==> src/rtl/tc_mul_pipe.sv <==
`default_nettype none
// ============================================================================
// Module   : tc_mul_pipe
// Brief    : Pipelined signed multiplier: A*B, optional negate, arithmetic
//            right shift, narrow to DOUT_WIDTH with range flag. Define
//            TC_MUL_SAT_EN to clamp instead of wrap when narrowing.
// Revision : 1.0 - initial release
// ============================================================================
module tc_mul_pipe #(
  parameter int DIN0_WIDTH = 17,
  parameter int DIN1_WIDTH = 18,
  parameter int DOUT_WIDTH = 31,
  parameter int NUM_STAGE  = 2,
  parameter int SHIFT      = 0
) (
  input  logic                         ap_clk,
  input  logic                         ap_rst_n,
  input  logic                         ce,
  input  logic                         din_vld,
  input  logic signed [DIN0_WIDTH-1:0] din0,
  input  logic signed [DIN1_WIDTH-1:0] din1,
  input  logic                         neg,
  output logic                         dout_vld,
  output logic signed [DOUT_WIDTH-1:0] dout,
  output logic                         ovf
);

  localparam int PW           = DIN0_WIDTH + DIN1_WIDTH;
  localparam int QW           = PW + 1;
  localparam bit OVF_POSSIBLE = (DOUT_WIDTH < QW - SHIFT);

  logic [NUM_STAGE-1:0] vld_q, vld_d;

  generate
    if (NUM_STAGE == 1) begin : g_vld_one
      always_comb vld_d = ce ? din_vld : vld_q;
    end else begin : g_vld_multi
      always_comb vld_d = ce ? {vld_q[NUM_STAGE-2:0], din_vld} : vld_q;
    end
  endgenerate

  always_ff @(posedge ap_clk) begin
    if (!ap_rst_n) begin
      vld_q <= '0;
    end else begin
      vld_q <= vld_d;
    end
  end

  logic signed [DIN0_WIDTH-1:0] a_q, a_d;
  logic signed [DIN1_WIDTH-1:0] b_q, b_d;
  logic                         neg_q, neg_d;

  always_comb begin
    a_d   = a_q;
    b_d   = b_q;
    neg_d = neg_q;
    if (ce) begin
      a_d   = din0;
      b_d   = din1;
      neg_d = neg;
    end
  end

  // Operands are cleared too so a single-stage build reads dout = 0 in reset.
  always_ff @(posedge ap_clk) begin
    if (!ap_rst_n) begin
      a_q   <= '0;
      b_q   <= '0;
      neg_q <= 1'b0;
    end else begin
      a_q   <= a_d;
      b_q   <= b_d;
      neg_q <= neg_d;
    end
  end

  logic signed [PW-1:0] prod;
  logic signed [QW-1:0] prod_x;
  logic signed [QW-1:0] q_calc;
  logic signed [QW-1:0] q_fin;

  // One extra bit so negating (-2^(A-1))*(-2^(B-1)) stays exact.
  assign prod   = PW'(a_q) * PW'(b_q);
  assign prod_x = {prod[PW-1], prod};
  assign q_calc = neg_q ? -prod_x : prod_x;

  generate
    if (NUM_STAGE >= 3) begin : g_qpipe
      logic signed [QW-1:0] q_pipe_q [NUM_STAGE-2];

      // Stage i+2 only loads when it receives valid data; bubbles leave it idle.
      always_ff @(posedge ap_clk) begin
        if (ce && vld_q[0]) begin
          q_pipe_q[0] <= q_calc;
        end
        for (int i = 1; i < NUM_STAGE - 2; i++) begin
          if (ce && vld_q[i]) begin
            q_pipe_q[i] <= q_pipe_q[i-1];
          end
        end
      end

      assign q_fin = q_pipe_q[NUM_STAGE-3];
    end else begin : g_qdirect
      assign q_fin = q_calc;
    end
  endgenerate

  logic signed [QW-1:0]         r;
  logic [QW-DOUT_WIDTH:0]       r_hi;
  logic                         oor;
  logic signed [DOUT_WIDTH-1:0] narrow;

  // In range exactly when every bit above the DOUT sign bit matches it.
  assign r    = q_fin >>> SHIFT;
  assign r_hi = r[QW-1:DOUT_WIDTH-1];
  assign oor  = OVF_POSSIBLE && !((&r_hi) || !(|r_hi));

`ifdef TC_MUL_SAT_EN
  localparam logic signed [DOUT_WIDTH-1:0] SAT_MAX = {1'b0, {(DOUT_WIDTH-1){1'b1}}};
  localparam logic signed [DOUT_WIDTH-1:0] SAT_MIN = {1'b1, {(DOUT_WIDTH-1){1'b0}}};

  assign narrow = !oor ? r[DOUT_WIDTH-1:0] : (r[QW-1] ? SAT_MIN : SAT_MAX);
`else
  assign narrow = r[DOUT_WIDTH-1:0];
`endif

  generate
    if (NUM_STAGE == 1) begin : g_out_comb
      assign dout = narrow;
      assign ovf  = oor;
    end else begin : g_out_reg
      logic signed [DOUT_WIDTH-1:0] dout_q, dout_d;
      logic                         ovf_q, ovf_d;

      always_comb begin
        dout_d = dout_q;
        ovf_d  = ovf_q;
        if (ce) begin
          dout_d = narrow;
          ovf_d  = oor;
        end
      end

      always_ff @(posedge ap_clk) begin
        if (!ap_rst_n) begin
          dout_q <= '0;
          ovf_q  <= 1'b0;
        end else begin
          dout_q <= dout_d;
          ovf_q  <= ovf_d;
        end
      end

      assign dout = dout_q;
      assign ovf  = ovf_q;
    end
  endgenerate

  assign dout_vld = vld_q[NUM_STAGE-1];

endmodule
`default_nettype wire

==> config.mk <==
export PLATFORM = sky130hd
export DESIGN_NAME = tc_mul_pipe
export DESIGN_NICKNAME = d
export VERILOG_FILES = /design/src/rtl/tc_mul_pipe.sv
export SDC_FILE = /design/constraint.sdc
export NUM_CORES = 1
export LEC_CHECK = 0
export ABC_AREA = 1
export ABC_CLOCK_PERIOD_IN_PS = 8930
export BUFFER_PORTS_ARGS = -buffer_cell sky130_fd_sc_hd__buf_2
export CAP_MARGIN = 20
export CORE_MARGIN = 3
export CORE_UTILIZATION = 25
export DETAILED_ROUTE_END_ITERATION = 12
export GPL_ROUTABILITY_DRIVEN = 0
export PLACE_DENSITY = 0.35
export SYNTH_ARGS = -nofsm -noshare
export SYNTH_HDL_FRONTEND = slang
export SYNTH_SLANG_ARGS = --single-unit
==> constraint.sdc <==
create_clock -name ap_clk -period 8.93 [get_ports ap_clk]
set_input_delay 0.893 -clock ap_clk [delete_from_list [all_inputs] [get_ports ap_clk]]
set_output_delay 0.893 -clock ap_clk [all_outputs]
set_load 0.01 [all_outputs]
==> insert_results.sql, run 1 <==
INSERT INTO impl_metrics (metric_group, metric, value, unit) VALUES
('sta', 'setup_viol', '0', ''),
('die', 'fp.dieW', '263', 'µm'),
('finish', 'drive_gt1_share', '8.02', '%'),
('grt', 'track_usage', '16.2', '%'),
('pwr', 'leakagePower', '10.6', 'nW'),
('routing', 'detailroute.via_count', '13600', ''),
('die', 'rows', '93', ''),
('min_path', 'worst_hold_path_type', 'reg2reg', ''),
('yosys', 'ys_ff_latch', '70', ''),
('routing', 'drc', '0', ''),
('sta', 'finalCritPeriodShare', '85.0', '%'),
('run_status', 'run_status', 'finished, final reports clean', ''),
('yosys', 'syn_nets', '2767', ''),
('clock_network', 'cts_root_buf', 'sky130_fd_sc_hd__clkbuf_16', ''),
('setup_path', 'worstSetupPathType', 'reg2reg', ''),
('sta', 'grt_setup_unrepaired', 'false', ''),
('place', 'io_buffer_count', '72', ''),
('setup_path', 'critical_path_arrival', '7.85', 'ns'),
('die', 'initial_utilization', '25.4', '%'),
('routing', 'drt.antenna.violating_nets', '0', ''),
('min_path', 'holdPathStages', '2', ''),
('clock_network', 'cts_made_buffers', '9', ''),
('finish', 'flow.area_growth_from_synthesis', '9.91', '%'),
('pwr', 'total_power', '4.08', 'mW'),
('sta', 'tightest_slew', '0.989', 'ns'),
('setup_path', 'crit_path_top_cell_by_count', 'sky130_fd_sc_hd__nand2_1', ''),
('sta', 'final.min_clock_period', '7.59', 'ns'),
('finish', 'most-common-layout-cells', 'sky130_fd_sc_hd__inv_1, sky130_fd_sc_hd__nand2_1, sky130_fd_sc_hd__fa_1, sky130_fd_sc_hd__nor2_1, sky130_fd_sc_hd__ha_1', ''),
('setup_path', 'r2r-start', 'a_q[3]', ''),
('setup_path', 'max_stage_delay', '0.76', 'ns'),
('sta', 'maxSlewViolCount', '0', ''),
('finish', 'final_net_count', '2791', ''),
('clock_network', 'cts_resized', '0', ''),
('yosys', 'synth.top_cell.area_share', '37.8', '%'),
('grt', 'grt_pass1_vias', '14700', ''),
('yosys', 'syn_inst', '2328', ''),
('die', 'placeableCoreArea', '64800', 'µm²'),
('clock_network', 'clkSlewWorstSetupHoldPaths', '0.07', 'ns'),
('grt', 'grt_first_pass_wirelength', '87.5', 'mm'),
('die', 'dieArea', '68900', 'µm²'),
('clock_network', 'post_cts_buffers', '0', ''),
('finish', 'fillerInstances', '7243', ''),
('sta', 'fin_skew', '0.0169', 'ns'),
('sta', 'max_freq', '132', 'MHz'),
('die', 'design.portCount', '73', ''),
('place', 'placed_cell_area', '17800', 'µm²'),
('pwr', 'p_per_area', '225', 'nW/µm²'),
('clock_network', 'cts_hold_buf', '0', ''),
('yosys', 'synth.lib_cells_used.distinct', '35', ''),
('clock_network', 'cts_tree', 'done', ''),
('yosys', 'synth_area_leader_cell', 'sky130_fd_sc_hd__fa_1', ''),
('setup_path', 'reg2regPathDepth', '31', ''),
('yosys', 'synth-warning-count', '0', ''),
('finish', 'layout.area.seq', '1400', 'µm²'),
('place', 'placed_cells', '3195', ''),
('setup_path', 'timing.critical_path.to_type', 'flop', ''),
('routing', 'drt_first_iter_violations', '694', ''),
('setup_path', 'regToRegEndpoint', 'ovf', ''),
('finish', 'antenna-diode-count', '0', ''),
('setup_path', 'crit_required', '9.19', 'ns'),
('setup_path', 'critical_path.max_fanout', '14', ''),
('sta', 'finalHoldViolCount', '0', ''),
('clock_network', 'clock_latency_at_the_later_pin_of_the_worst_skew_pair', '0.38', 'ns'),
('routing', 'route.final.wire_length', '53.6', 'mm'),
('setup_path', 'crit_path_top_delay_cell', 'sky130_fd_sc_hd__fa_1', ''),
('grt', 'initial_antenna_violation_count', '0', ''),
('yosys', 'syn_area_per_cell', '7.07', 'µm²'),
('grt', 'grt_start_max_net_pins', '68', ''),
('die', 'die_height', '263', 'µm'),
('yosys', 'synthesis.area', '16400', 'µm²'),
('finish', 'final_cells', '3212', '');
==> sequential cells by signal, summed over array words and instances, names as in the netlist <==
register,count
dout,31
a_q,17
neg_q,1
b_q,18
ovf,1
vld_q,2
==> metal layers <==
metal  track usage (%)  wire length [µm]  share of wire, %
met5                 0                 0                 0
met4              2.05               328              0.61
met3              1.12              1250               2.3
met2              26.9             25100                47
met1              23.7             26900                50
==> worst reg2reg max path: cells and delay by family, from the launching register on <==
| kind | cells | cell delay [ns] |
|---|---|---|
| buffers and inverters | 4 | 0.70 |
| and+or+nand+nor | 19 | 2.40 |
| adders and majority gates | 7 | 3.82 |
| AOI/OAI and AO/OA | 1 | 0.07 |
| DFF | 1 | 0.50 |
==> area by class of cell <==
class / instances / share of cell area [%]
Timing Repair Buffer: 109 / 3.58
Clock buffer: 9 / 1.25
Tap cell: 855 / 5.92
Sequential cell: 70 / 7.75
Multi-Input combinational cell: 1515 / 67.8
Inverter: 647 / 13.4
Clock inverter: 7 / 0.298
==> cell usage after synthesis, drive strengths merged <==
cell,n
nand2,651
inv,646
fa,311
nor2,196
ha,88
clkbuf,81
dfxtp,70
o21ai,69
nand3,57
a21oi,42
nand4,33
xor2,19
xnor2,17
buf,15
and2,8
nor3,8
or2,5
o211ai,4
o221ai,3
nand3b,2
nor3b,2
clkinv,1
==> how the worst max path moves through the flow <==
stage | endpoint | slack, ns | cells after the start
6_report | ovf | 1.34 | 31
5_1_grt | ovf | 0.75 | 33
4_1_cts | ovf | 1.25 | 33
3_5_place_dp | ovf | 1.31 | 33
3_3_place_gp | ovf | 1.27 | 31
2_1_floorplan | ovf | 2.56 | 32
==> through the flow <==
| step | setup WS, ns | hold slack, ns |
|---|---|---|
| 6_report | 1.34 | 0.477 |
| 5_1_grt | 0.747 | 0.502 |
| 4_1_cts | 1.25 | 0.480 |
| 3_5_place_dp | 1.31 | 0.460 |
| 3_3_place_gp | 1.27 | 0.461 |
| 2_1_floorplan | 2.56 | 0.449 |
==> logic make-up (layout without fill, tap and decap cells) <==
| group | count (synthesis) | after routing | share of synthesized area [%] |
|---|---|---|---|
| DFF | 70 | 70 | 8.52 |
| AOI/OAI and AO/OA | 118 | 118 | 3.77 |
| xor gates and xnor gates | 36 | 36 | 1.96 |
| buffers and inverters | 743 | 772 | 17.0 |
| adders and majority gates | 399 | 399 | 44.5 |
| and+or+nand+nor | 962 | 962 | 24.2 |
==> power by group <==
part / internal, mW / switching (mW)
Clock: 0.192 / 0.182
Sequential: 0.366 / 0.0730
Combinational: 1.07 / 2.19
(Power assumes the default switching activity.)
==> run 2: changes to the inputs <==
- ABC_CLOCK_PERIOD_IN_PS: 8930 -> 6600
- PLACE_DENSITY: 0.35 -> 0.36
- clock period: 8.93 -> 6.6 ns (I/O delays scaled with it)
==> run 2 against run 1 <==
Combinational power rose by 110%; largest power group unchanged; routed wire length rose by 1.8%; highest routed layer unchanged; sequential share of layout area fell by 0.88 points; non-clock buffer count rose by 215; critical path depth fell by 1; clock power rose by 48%; critical path type unchanged; via count rose by 5.3%; sequential cell count did not move; count of clock-buffer cells in the layout did not move; maximum frequency rose by 18%; cell area rose by 16%; total power rose by 93%.
==> insert_results.sql, run 2 (synthesis results as in run 1) <==
INSERT INTO impl_metrics (metric_group, metric, value, unit) VALUES
('run_status', 'run_status', 'finished, final reports clean', ''),
('routing', 'detailroute.via_count', '14300', ''),
('finish', 'final_cells', '3427', ''),
('routing', 'routed_wire_length_per_instance', '15.9', 'µm'),
('clock_network', 'cts_hold_buf', '0', ''),
('setup_path', 'reg2regPathDepth', '30', ''),
('finish', 'drive_gt1_share', '23.1', '%'),
('sta', 'finalWorstSetupSlack', '0.189', 'ns'),
('setup_path', 'r2r-start', 'b_q[17]', ''),
('clock_network', 'cts_made_buffers', '9', ''),
('place', 'dpl_worst_slack', '-0.221', 'ns'),
('clock_network', 'clock_tree.buffer_depth', '2', ''),
('setup_path', 'critical_path_arrival', '6.69', 'ns'),
('routing', 'drt.antenna.violating_nets', '0', ''),
('die', 'design.portCount', '73', ''),
('sta', 'maxSlewViolCount', '0', ''),
('sta', 'finalCritPeriodShare', '97.1', '%'),
('pwr', 'sw_frac_of_total', '52.6', '%'),
('sta', 'final.min_clock_period', '6.41', 'ns'),
('grt', 'initial_antenna_violation_count', '0', ''),
('clock_network', 'clock_sink_count', '70', ''),
('die', 'rows', '93', ''),
('setup_path', 'critical_path.max_fanout', '5', ''),
('finish', 'final_cell_area', '20900', 'µm²'),
('die', 'placeableCoreArea', '64800', 'µm²'),
('grt', 'grt_first_pass_wirelength', '87.9', 'mm'),
('setup_path', 'crit_path_top_delay_cell', 'sky130_fd_sc_hd__fa_2', ''),
('setup_path', 'regToRegEndpoint', 'ovf', ''),
('sta', 'slew-limit-headroom', '35.2', '%'),
('min_path', 'worst_hold_path_type', 'in2reg', ''),
('die', 'die_height', '263', 'µm'),
('routing', 'drt_first_iter_violations', '644', ''),
('clock_network', 'cts-htree-levels', '3', ''),
('grt', 'globalRouteOverflowTotal', '0', ''),
('clock_network', 'clock_latency_at_the_later_pin_of_the_worst_skew_pair', '0.40', 'ns'),
('run', 'timing.max_cap.violations', '0', ''),
('setup_path', 'crit_required', '6.88', 'ns'),
('min_path', 'holdPathStages', '3', ''),
('setup_path', 'timing.critical_path.to_type', 'flop', ''),
('pwr', 'switching_power', '4.14', 'mW'),
('setup_path', 'regToRegSetupSlack', '0.19', 'ns'),
('sta', 'tightest_slew', '0.971', 'ns'),
('setup_path', 'worstSetupPathType', 'reg2reg', ''),
('finish', 'flow.area_growth_from_synthesis', '27.2', '%'),
('pwr', 'power.ir.vdd_worst', '0.199', 'mV'),
('sta', 'max_freq', '156', 'MHz'),
('sta', 'setup_viol', '0', ''),
('die', 'dieArea', '68900', 'µm²'),
('routing', 'detail_route.vias_per_cell', '4.18', ''),
('finish', 'final_net_count', '3006', ''),
('min_path', 'min_to', 'vld_q[0]', ''),
('finish', 'antenna-diode-count', '0', ''),
('grt', 'track_usage', '16.4', '%'),
('die', 'fp.dieW', '263', 'µm'),
('sta', 'grt_setup_unrepaired', 'true', ''),
('pwr', 'comb_power_share', '85.9', '%'),
('grt', 'grt_start_max_net_pins', '68', ''),
('pwr', 'p_clk_share', '7.0', '%'),
('die', 'initial_utilization', '25.4', '%'),
('place', 'io_buffer_count', '72', ''),
('pwr', 'power.sequential.fraction', '7.0', '%'),
('setup_path', 'worst_setup_sp_type', 'flop', ''),
('clock_network', 'cts_root_buf', 'sky130_fd_sc_hd__clkbuf_16', ''),
('routing', 'detail_route.first_pass.iterations', '5', ''),
('finish', 'largest_reg_flops', '31', ''),
('pwr', 'p_per_area', '376', 'nW/µm²'),
('sta', 'finalHoldViolCount', '0', ''),
('min_path', 'timing.hold.worst.start', 'din_vld', ''),
('finish', 'most-common-layout-cells', 'sky130_fd_sc_hd__inv_1, sky130_fd_sc_hd__nand2_1, sky130_fd_sc_hd__fa_1, sky130_fd_sc_hd__buf_4, sky130_fd_sc_hd__nor2_1', ''),
('sta', 'fin_skew', '0.0267', 'ns'),
('place', 'placed_cell_area', '19700', 'µm²'),
('routing', 'drc', '0', ''),
('pwr', 'p_int', '3.73', 'mW'),
('clock_network', 'cts_tree', 'done', ''),
('routing', 'route.final.wire_length', '54.6', 'mm'),
('clock_network', 'clkSlewWorstSetupHoldPaths', '0.09', 'ns'),
('grt', 'grt_pass1_vias', '15400', ''),
('place', 'placed_cells', '3403', ''),
('pwr', 'leakagePower', '11.9', 'nW'),
('finish', 'layout_commonest_cell', 'sky130_fd_sc_hd__inv_1', ''),
('place', 'place.detailed.hpwl', '46.8', 'mm'),
('setup_path', 'max_stage_delay', '0.62', 'ns');
-- run 2: cell types whose count changed in the layout (fill, tap and decap cells not counted), moves of 18 or more --
| cell | delta |
|---|---|
| sky130_fd_sc_hd__buf_4 | +179 |
| sky130_fd_sc_hd__nand2_1 | -67 |
| sky130_fd_sc_hd__nand2_2 | +60 |
| sky130_fd_sc_hd__buf_12 | +28 |
| sky130_fd_sc_hd__nor2_1 | -27 |
| sky130_fd_sc_hd__ha_1 | -20 |
| sky130_fd_sc_hd__nor2_4 | +20 |
| sky130_fd_sc_hd__dfxtp_1 | -19 |
| sky130_fd_sc_hd__ha_4 | +19 |
| sky130_fd_sc_hd__inv_1 | -18 |
-- run 2: worst max-delay path: cells and delay by family (launching register included) --
family | cells | cell delay, ns
buffers and inverters | 7 | 0.73
flip-flops | 1 | 0.38
AO/OA/AOI/OAI | 2 | 0.22
AND/OR/NAND/NOR | 14 | 1.45
adder cells (fa/ha/maj) | 7 | 3.53
-- run 2: power by group through the flow --
| stage | logic [mW] | registers, mW | clock network [mW] |
|---|---|---|---|
| 3_5_place_dp | 5.83 | 0.566 | 0 |
| 2_1_floorplan | 3.13 | 0.559 | 0 |
| 4_1_cts | 6.00 | 0.558 | 0.589 |
| 5_1_grt | 7.53 | 0.565 | 0.593 |
| 6_report | 6.76 | 0.555 | 0.553 |
| 3_3_place_gp | 5.89 | 0.564 | 0 |
-- run 2: final cells by class --
type,instances,area (µm²)
fillers,7006,43900
multi-input cells,1515,13100
repair buffers,324,2640
inverters,647,2430
flip-flops and latches,70,1440
well taps,855,1070
clock buffers,9,225
clock inverters,7,68.8
-- run 2: metal layers --
metal	GRT usage [%]	wire [µm]	vias to the layer above
met2	27.7	26100	178
li1	-	-	7119
met1	22.5	25900	6996
met5	0	0	-
met4	3.72	929	0
met3	1.86	1580	43
-- run 2: how the worst max path moves through the flow --
| stage | to | from | depth (start not counted) |
|---|---|---|---|
| global route | ovf | a_q[8] | 36 |
| global placement | ovf | a_q[3] | 32 |
| detailed placement | ovf | b_q[5] | 35 |
| CTS | ovf | b_q[7] | 36 |
| finish | ovf | b_q[17] | 30 |
| floorplan | ovf | b_q[17] | 32 |
-- run 2: per-stage QoR --
stage          hold slack (ns)  utilization (%)  setup TNS, ns  total power [mW]
6_report                 0.477             32.3              0              7.87
2_1_floorplan            0.449                -              0              3.69
5_1_grt                  0.475             32.3         -0.595              8.69
3_3_place_gp             0.462             30.4         -0.699              6.46
4_1_cts                  0.440             31.0              0              7.14
3_5_place_dp             0.467             30.4         -0.763              6.40
-- run 2: repair_timing --
action                     CTS  global route
pin swaps                    1            69
cloned                       0             0
gates resized for setup     25           217
setup buffers                0             9
setup endpoints to repair    9            14
